**config.mk**
```make
export PLATFORM = sky130hd
export DESIGN_NAME = operand_fetch_stage
export DESIGN_NICKNAME = d
export VERILOG_FILES = /design/src/rtl/operand_fetch_stage_pkg.sv /design/src/rtl/operand_fetch_stage_register_file.sv /design/src/rtl/operand_fetch_stage.sv
export SDC_FILE = /design/constraint.sdc
export NUM_CORES = 2
export LEC_CHECK = 0
export CAP_MARGIN = 10
export CORE_ASPECT_RATIO = 0.75
export CORE_MARGIN = 3
export CORE_UTILIZATION = 50
export CTS_CLUSTER_SIZE = 16
export DETAILED_ROUTE_END_ITERATION = 6
export PLACE_DENSITY = 0.69
export SYNTH_ARGS = -nofsm -noshare
export SYNTH_HDL_FRONTEND = slang
export SYNTH_SLANG_ARGS = --single-unit
```
**constraint.sdc**
```tcl
create_clock -name clk -period 2.2 [get_ports clk]
set_clock_uncertainty 0.2 [all_clocks]
set_input_delay 0.44 -clock clk [delete_from_list [all_inputs] [get_ports clk]]
set_output_delay 0.44 -clock clk [all_outputs]
set_load 0.05 [all_outputs]
```
**src/rtl/operand_fetch_stage_pkg.sv**
```systemverilog
// Shared widths, instruction format and the operand refresh helper for the operand fetch stage.
package operand_fetch_stage_pkg;

  localparam int REGISTER_WIDTH        = 32;
  localparam int REG_ADDR_WIDTH        = 5;
  localparam int NUM_REGISTERS_DEFAULT = 32;

  typedef logic [REG_ADDR_WIDTH-1:0] reg_addr_t;
  typedef logic [REGISTER_WIDTH-1:0] reg_data_t;

  typedef struct packed {
    logic [6:0]  opcode;
    reg_addr_t   rd;
    reg_addr_t   rs1;
    reg_addr_t   rs2;
    logic [11:0] imm;
  } instruction_t;

  // A buffered operand takes the writeback value when its source register is being written.
  function automatic reg_data_t refresh_operand(input reg_data_t cur,
                                                input reg_addr_t rs,
                                                input logic      hit,
                                                input reg_addr_t wb_rd,
                                                input reg_data_t wb_data);
    reg_data_t res;
    if (hit && (rs == wb_rd)) begin
      res = wb_data;
    end else begin
      res = cur;
    end
    return res;
  endfunction

endpackage

```
**src/rtl/operand_fetch_stage_register_file.sv**
```systemverilog
// Architectural register file: two combinational read ports, one write port, x0 reads zero.
module operand_fetch_stage_register_file
  import operand_fetch_stage_pkg::*;
#(
  parameter int NUM_REGISTERS = NUM_REGISTERS_DEFAULT
) (
  input  logic      clk,
  input  logic      rst_n,
  input  logic      wr_en_i,
  input  reg_addr_t wr_addr_i,
  input  reg_data_t wr_data_i,
  input  reg_addr_t rd_addr1_i,
  output reg_data_t rd_data1_o,
  input  reg_addr_t rd_addr2_i,
  output reg_data_t rd_data2_o
);

  reg_data_t regs_q [NUM_REGISTERS];

  // Register storage; x0 is never written and addresses beyond the file are ignored.
  always_ff @(posedge clk or negedge rst_n) begin
    if (!rst_n) begin
      for (int i = 0; i < NUM_REGISTERS; i++) begin
        regs_q[i] <= '0;
      end
    end else if (wr_en_i && (wr_addr_i != '0) && (int'(wr_addr_i) < NUM_REGISTERS)) begin
      regs_q[wr_addr_i] <= wr_data_i;
    end
  end

  // Read ports.
  always_comb begin
    rd_data1_o = '0;
    rd_data2_o = '0;
    if ((rd_addr1_i != '0) && (int'(rd_addr1_i) < NUM_REGISTERS)) begin
      rd_data1_o = regs_q[rd_addr1_i];
    end else begin
      rd_data1_o = '0;
    end
    if ((rd_addr2_i != '0) && (int'(rd_addr2_i) < NUM_REGISTERS)) begin
      rd_data2_o = regs_q[rd_addr2_i];
    end else begin
      rd_data2_o = '0;
    end
  end

endmodule

```
**src/rtl/operand_fetch_stage.sv**
```systemverilog
// Register-read stage: accepts decoded instructions, reads operands and presents them to execute
// through a main + skid output buffer whose operands track writebacks while stalled.
module operand_fetch_stage
  import operand_fetch_stage_pkg::*;
#(
  parameter int NUM_REGISTERS = NUM_REGISTERS_DEFAULT,
  parameter int ENABLE_BYPASS = 1
) (
  input  logic         clk,
  input  logic         rst_n,
  input  logic         in_valid,
  output logic         in_ready,
  input  instruction_t in_instruction,
  input  logic         wb_enable,
  input  reg_addr_t    wb_rd,
  input  reg_data_t    wb_data,
  input  logic         flush,
  output logic         out_valid,
  input  logic         out_ready,
  output instruction_t out_instruction,
  output reg_data_t    rs1_value,
  output reg_data_t    rs2_value
);

  logic         main_valid_q, main_valid_d, skid_valid_q, skid_valid_d;
  instruction_t main_instr_q, main_instr_d, skid_instr_q, skid_instr_d;
  reg_data_t    main_rs1_q, main_rs1_d, main_rs2_q, main_rs2_d;
  reg_data_t    skid_rs1_q, skid_rs1_d, skid_rs2_q, skid_rs2_d;

  logic         wb_hit_s, accept_s, transfer_s;
  reg_data_t    rf_rs1_s, rf_rs2_s, acc_rs1_s, acc_rs2_s;
  reg_data_t    main_rs1_ref_s, main_rs2_ref_s, skid_rs1_ref_s, skid_rs2_ref_s;

  operand_fetch_stage_register_file #(
    .NUM_REGISTERS(NUM_REGISTERS)
  ) u_register_file (
    .clk        (clk),
    .rst_n      (rst_n),
    .wr_en_i    (wb_enable),
    .wr_addr_i  (wb_rd),
    .wr_data_i  (wb_data),
    .rd_addr1_i (in_instruction.rs1),
    .rd_data1_o (rf_rs1_s),
    .rd_addr2_i (in_instruction.rs2),
    .rd_data2_o (rf_rs2_s)
  );

  assign wb_hit_s   = wb_enable && (wb_rd != '0);
  assign in_ready   = !skid_valid_q;
  assign accept_s   = in_valid && in_ready;
  assign transfer_s = main_valid_q && out_ready;

  assign acc_rs1_s = ((ENABLE_BYPASS != 0) && wb_hit_s && (wb_rd == in_instruction.rs1)) ? wb_data : rf_rs1_s;
  assign acc_rs2_s = ((ENABLE_BYPASS != 0) && wb_hit_s && (wb_rd == in_instruction.rs2)) ? wb_data : rf_rs2_s;

  assign main_rs1_ref_s = refresh_operand(main_rs1_q, main_instr_q.rs1, main_valid_q && wb_hit_s, wb_rd, wb_data);
  assign main_rs2_ref_s = refresh_operand(main_rs2_q, main_instr_q.rs2, main_valid_q && wb_hit_s, wb_rd, wb_data);
  assign skid_rs1_ref_s = refresh_operand(skid_rs1_q, skid_instr_q.rs1, skid_valid_q && wb_hit_s, wb_rd, wb_data);
  assign skid_rs2_ref_s = refresh_operand(skid_rs2_q, skid_instr_q.rs2, skid_valid_q && wb_hit_s, wb_rd, wb_data);

  // Buffer moves: skid drains into main ahead of any new accept so program order holds.
  always_comb begin
    main_valid_d = main_valid_q;
    main_instr_d = main_instr_q;
    main_rs1_d   = main_rs1_ref_s;
    main_rs2_d   = main_rs2_ref_s;
    skid_valid_d = skid_valid_q;
    skid_instr_d = skid_instr_q;
    skid_rs1_d   = skid_rs1_ref_s;
    skid_rs2_d   = skid_rs2_ref_s;
    if (flush) begin
      main_valid_d = 1'b0;
      skid_valid_d = 1'b0;
    end else if (!main_valid_q || transfer_s) begin
      if (skid_valid_q) begin
        main_valid_d = 1'b1;
        main_instr_d = skid_instr_q;
        main_rs1_d   = skid_rs1_ref_s;
        main_rs2_d   = skid_rs2_ref_s;
        skid_valid_d = 1'b0;
      end else if (accept_s) begin
        main_valid_d = 1'b1;
        main_instr_d = in_instruction;
        main_rs1_d   = acc_rs1_s;
        main_rs2_d   = acc_rs2_s;
      end else begin
        main_valid_d = 1'b0;
      end
    end else if (accept_s) begin
      skid_valid_d = 1'b1;
      skid_instr_d = in_instruction;
      skid_rs1_d   = acc_rs1_s;
      skid_rs2_d   = acc_rs2_s;
    end else begin
      skid_valid_d = skid_valid_q;
    end
  end

  // Buffer state registers.
  always_ff @(posedge clk or negedge rst_n) begin
    if (!rst_n) begin
      main_valid_q <= 1'b0;
      main_instr_q <= '0;
      main_rs1_q   <= '0;
      main_rs2_q   <= '0;
      skid_valid_q <= 1'b0;
      skid_instr_q <= '0;
      skid_rs1_q   <= '0;
      skid_rs2_q   <= '0;
    end else begin
      main_valid_q <= main_valid_d;
      main_instr_q <= main_instr_d;
      main_rs1_q   <= main_rs1_d;
      main_rs2_q   <= main_rs2_d;
      skid_valid_q <= skid_valid_d;
      skid_instr_q <= skid_instr_d;
      skid_rs1_q   <= skid_rs1_d;
      skid_rs2_q   <= skid_rs2_d;
    end
  end

  assign out_valid       = main_valid_q;
  assign out_instruction = main_instr_q;
  assign rs1_value       = main_rs1_q;
  assign rs2_value       = main_rs2_q;

endmodule

```
==> results.toml <==
[outcome]
outcome = "finished with violations"
violations = "DRC, setup timing"

[floorplanning]
io_pins = 177
start_util_pct = 50.7
fp.dieW_um = 421
core-area_sq_um = 127000
die-height_um = 317
die_area_sq_um = 133000
fp-row-count = 113

[synth]
ys.flop_type = "dfrtp_1"
yosysUniqueCellTypes = 43
async_flop_share_pct = 100
avgSynthCellArea_sq_um = 12.2
synth_seq_area_share_pct = 47.4
syn-cell-area_sq_um = 64500
synth-seq-cells = 1222
synth_fp_nets = 5346
synth-edff-count = 0
ys_warn_count = 0
synthCells = 5269

[critical_path]
path_max_fanout = 2
cp_common_cell = "buf_4"
crit_type = "reg2reg"
path_cells = "xor2_1 -> or4_4 -> nor4_4 -> buf_4 -> buf_4 -> mux2i_1 -> o22ai_1 -> a221o_1"
cp-end-kind = "flip-flop"
slowest_delay_ns = 0.53
cp.required_ns = 2.62
startpoint_type = "flip-flop"
crit_arrival_ns = 2.93
crit_path_top_delay_cell = "or4_4"

[flow_run]
drv_cap = 0

[cts]
cts.sinks = 1222
clockRootBuffer = "clkbuf_16"
tritoncts = "done"
clk_latency_ns = 0.77
ctsHtreeMaxLevel = 3
clk_path_buf_depth = 3
cts_buffers = 121
clkTransAtPathRegs_ns = 0.06

[finish]
syn_to_final_growth_pct = 24.5
final_common_cell = "dfrtp_1"
layout_common_cells = "dfrtp_1 (1213), mux2i_1 (959), mux2_2 (943)"
final_nets = 5844
drive_gt1_share_pct = 39.3

[pwr]
ir_drop_mv = 0.714
p_per_area_nw_per_um2 = 862
leakagePower_nw = 37.6

[drt]
firstDrtPassIters = 7
drt_iter0_markers = 7187
wire_per_inst_um = 32.1
vias = 50500
wl_um = 242000
drc_errors = 2
antenna_left = 0
via_per_inst = 6.70

[global_route]
grt.overflow.total = 0
grt_pass1_vias = 49800
antenna_found_initial = 9
grt_max_degree = 76
grt_pass1_wl_um = 345000
grt.total_usage_pct = 34.9

[timing]
fin_ws_ns = -0.309
max-slew-margin-rel_pct = 37.8
period_needed_ns = 2.51
hold_violations = 0
finalSetupViolations = 90
fmax_ghz = 0.399
fin_crit_sh_pct = 114
rsz0062_at_grt = "yes"
hold_slack_ns = 0.0337
final_max_slew_viol_count = 0
tns_ns = -10.14
tightest_slew_ns = 0.930

[placed_design]
port_buffers = 176
place_hpwl_um = 159000
gp_congestion = 0.947

[worst_hold_path]
hold_class = "in2reg"
==> cell type report <==
| cell class | instances | area, sq um |
|---|---|---|
| timing repair buffer | 954 | 11000 |
| fill | 9655 | 47000 |
| antenna | 8 | 20.0 |
| multi-input combinational | 3434 | 32400 |
| sequential | 1222 | 30600 |
| clock inverter | 46 | 567 |
| inverter | 34 | 130 |
| clock buffer | 173 | 3490 |
| tap | 1667 | 2090 |
==> state kept, by name, summed over array words and instances (netlist names) <==
| register | count |
|---|---|
| skid_valid_q | 1 |
| skid_rs2_q | 32 |
| skid_rs1_q | 32 |
| rs2_value | 32 |
| out_valid | 1 |
| u_register_file.regs_q | 1024 |
| rs1_value | 32 |
| skid_instr_q | 34 |
| out_instruction | 34 |
==> cell usage after synthesis (30+ instances only) <==
master     number  share of area (%)
a222oi_1       60               0.93
mux2_2       1010                 18
buf_2         123               0.95
nand2_1       243                1.4
o2bb2ai_1      30               0.41
dfrtp_1      1222                 47
nor2_1         65               0.38
mux4_2         68                2.4
a22oi_1       513                6.0
buf_1          78               0.45
inv_1          34               0.20
a21oi_1        35               0.27
a221o_1        31               0.48
nand4_1        65               0.63
clkbuf_1      379                2.2
mux2i_1       961                 15
nand3_1       234                1.8
==> through the flow <==
step                worst slack [ns]  utilization (%)  instance area (sq um)  std cells  power (mW)
floorplan                     -0.371                -                  65000       5269        40.2
global placement               -1.33             58.4                  74300       7220        46.2
detailed placement             -1.11             58.4                  74300       7221        46.9
CTS                           -0.222             62.3                  79300       7487        68.6
global route                  -0.363             63.1                  80200       7531        71.8
finish                        -0.309             63.1                  80300       7538        69.2
==> logic make-up after synthesis <==
family | share of synthesized area, %
buffers and inverters | 3.83
XOR/XNOR | 0.408
flip-flops | 47.4
multiplexers | 35.1
AO/OA/AOI/OAI | 8.28
AND/OR/NAND/NOR | 4.93
==> path summary, 6_finish.rpt <==
kind,cells after the start,slack [ns],start,end
worst max-delay path,8,-0.31,out_instruction[15],rs2_value[31]
worst min-delay path,4,0.03,in_instruction[16],skid_instr_q[16]
worst max register to register,8,-0.31,out_instruction[15],rs2_value[31]
worst min register to register,0,0.20,u_register_file.regs_q[1003],u_register_file.regs_q[1003]
max in group asynchronous,3,0.69,rst_n,u_register_file.regs_q[681]
min in group asynchronous,2,0.06,rst_n,skid_rs1_q[31]
==> worst max-delay path: cells and delay by family, from the launching register on <==
| kind | cells | cell delay, ns |
|---|---|---|
| compound gates | 2 | 0.38 |
| simple gates | 2 | 0.72 |
| buf+inv | 2 | 0.30 |
| mux | 1 | 0.23 |
| xor+xnor | 1 | 0.14 |
| flops | 1 | 0.42 |
==> power by group <==
| part | leakage (nW) | internal (mW) | switching [mW] |
|---|---|---|---|
| registers | 15.6 | 26.9 | 3.68 |
| logic | 19.9 | 8.47 | 8.49 |
| clock network | 2.01 | 12.3 | 9.35 |
| total | 37.6 | 47.6 | 21.5 |
==> layer usage <==
metal / track usage [%] / up-vias / share of wire (%)
met4: 14.2 / 6 / 4.5
li1: - / 20700 / -
met1: 48.9 / 26000 / 41
met5: 0.108 / - / 0.016
met2: 49.6 / 3198 / 42
met3: 12.0 / 627 / 13
==> timing repair <==
action | 4_1_cts | 5_1_grt
setup buffers | 38 | 27
hold endpoints to repair | 852 | 0
setup endpoints to repair | 307 | 166
hold buffers | 3 | 0
pin swaps | 35 | 37
cloned | 8 | 16
gates resized for setup | 141 | 79
Power figures use the tool's default switching activity.
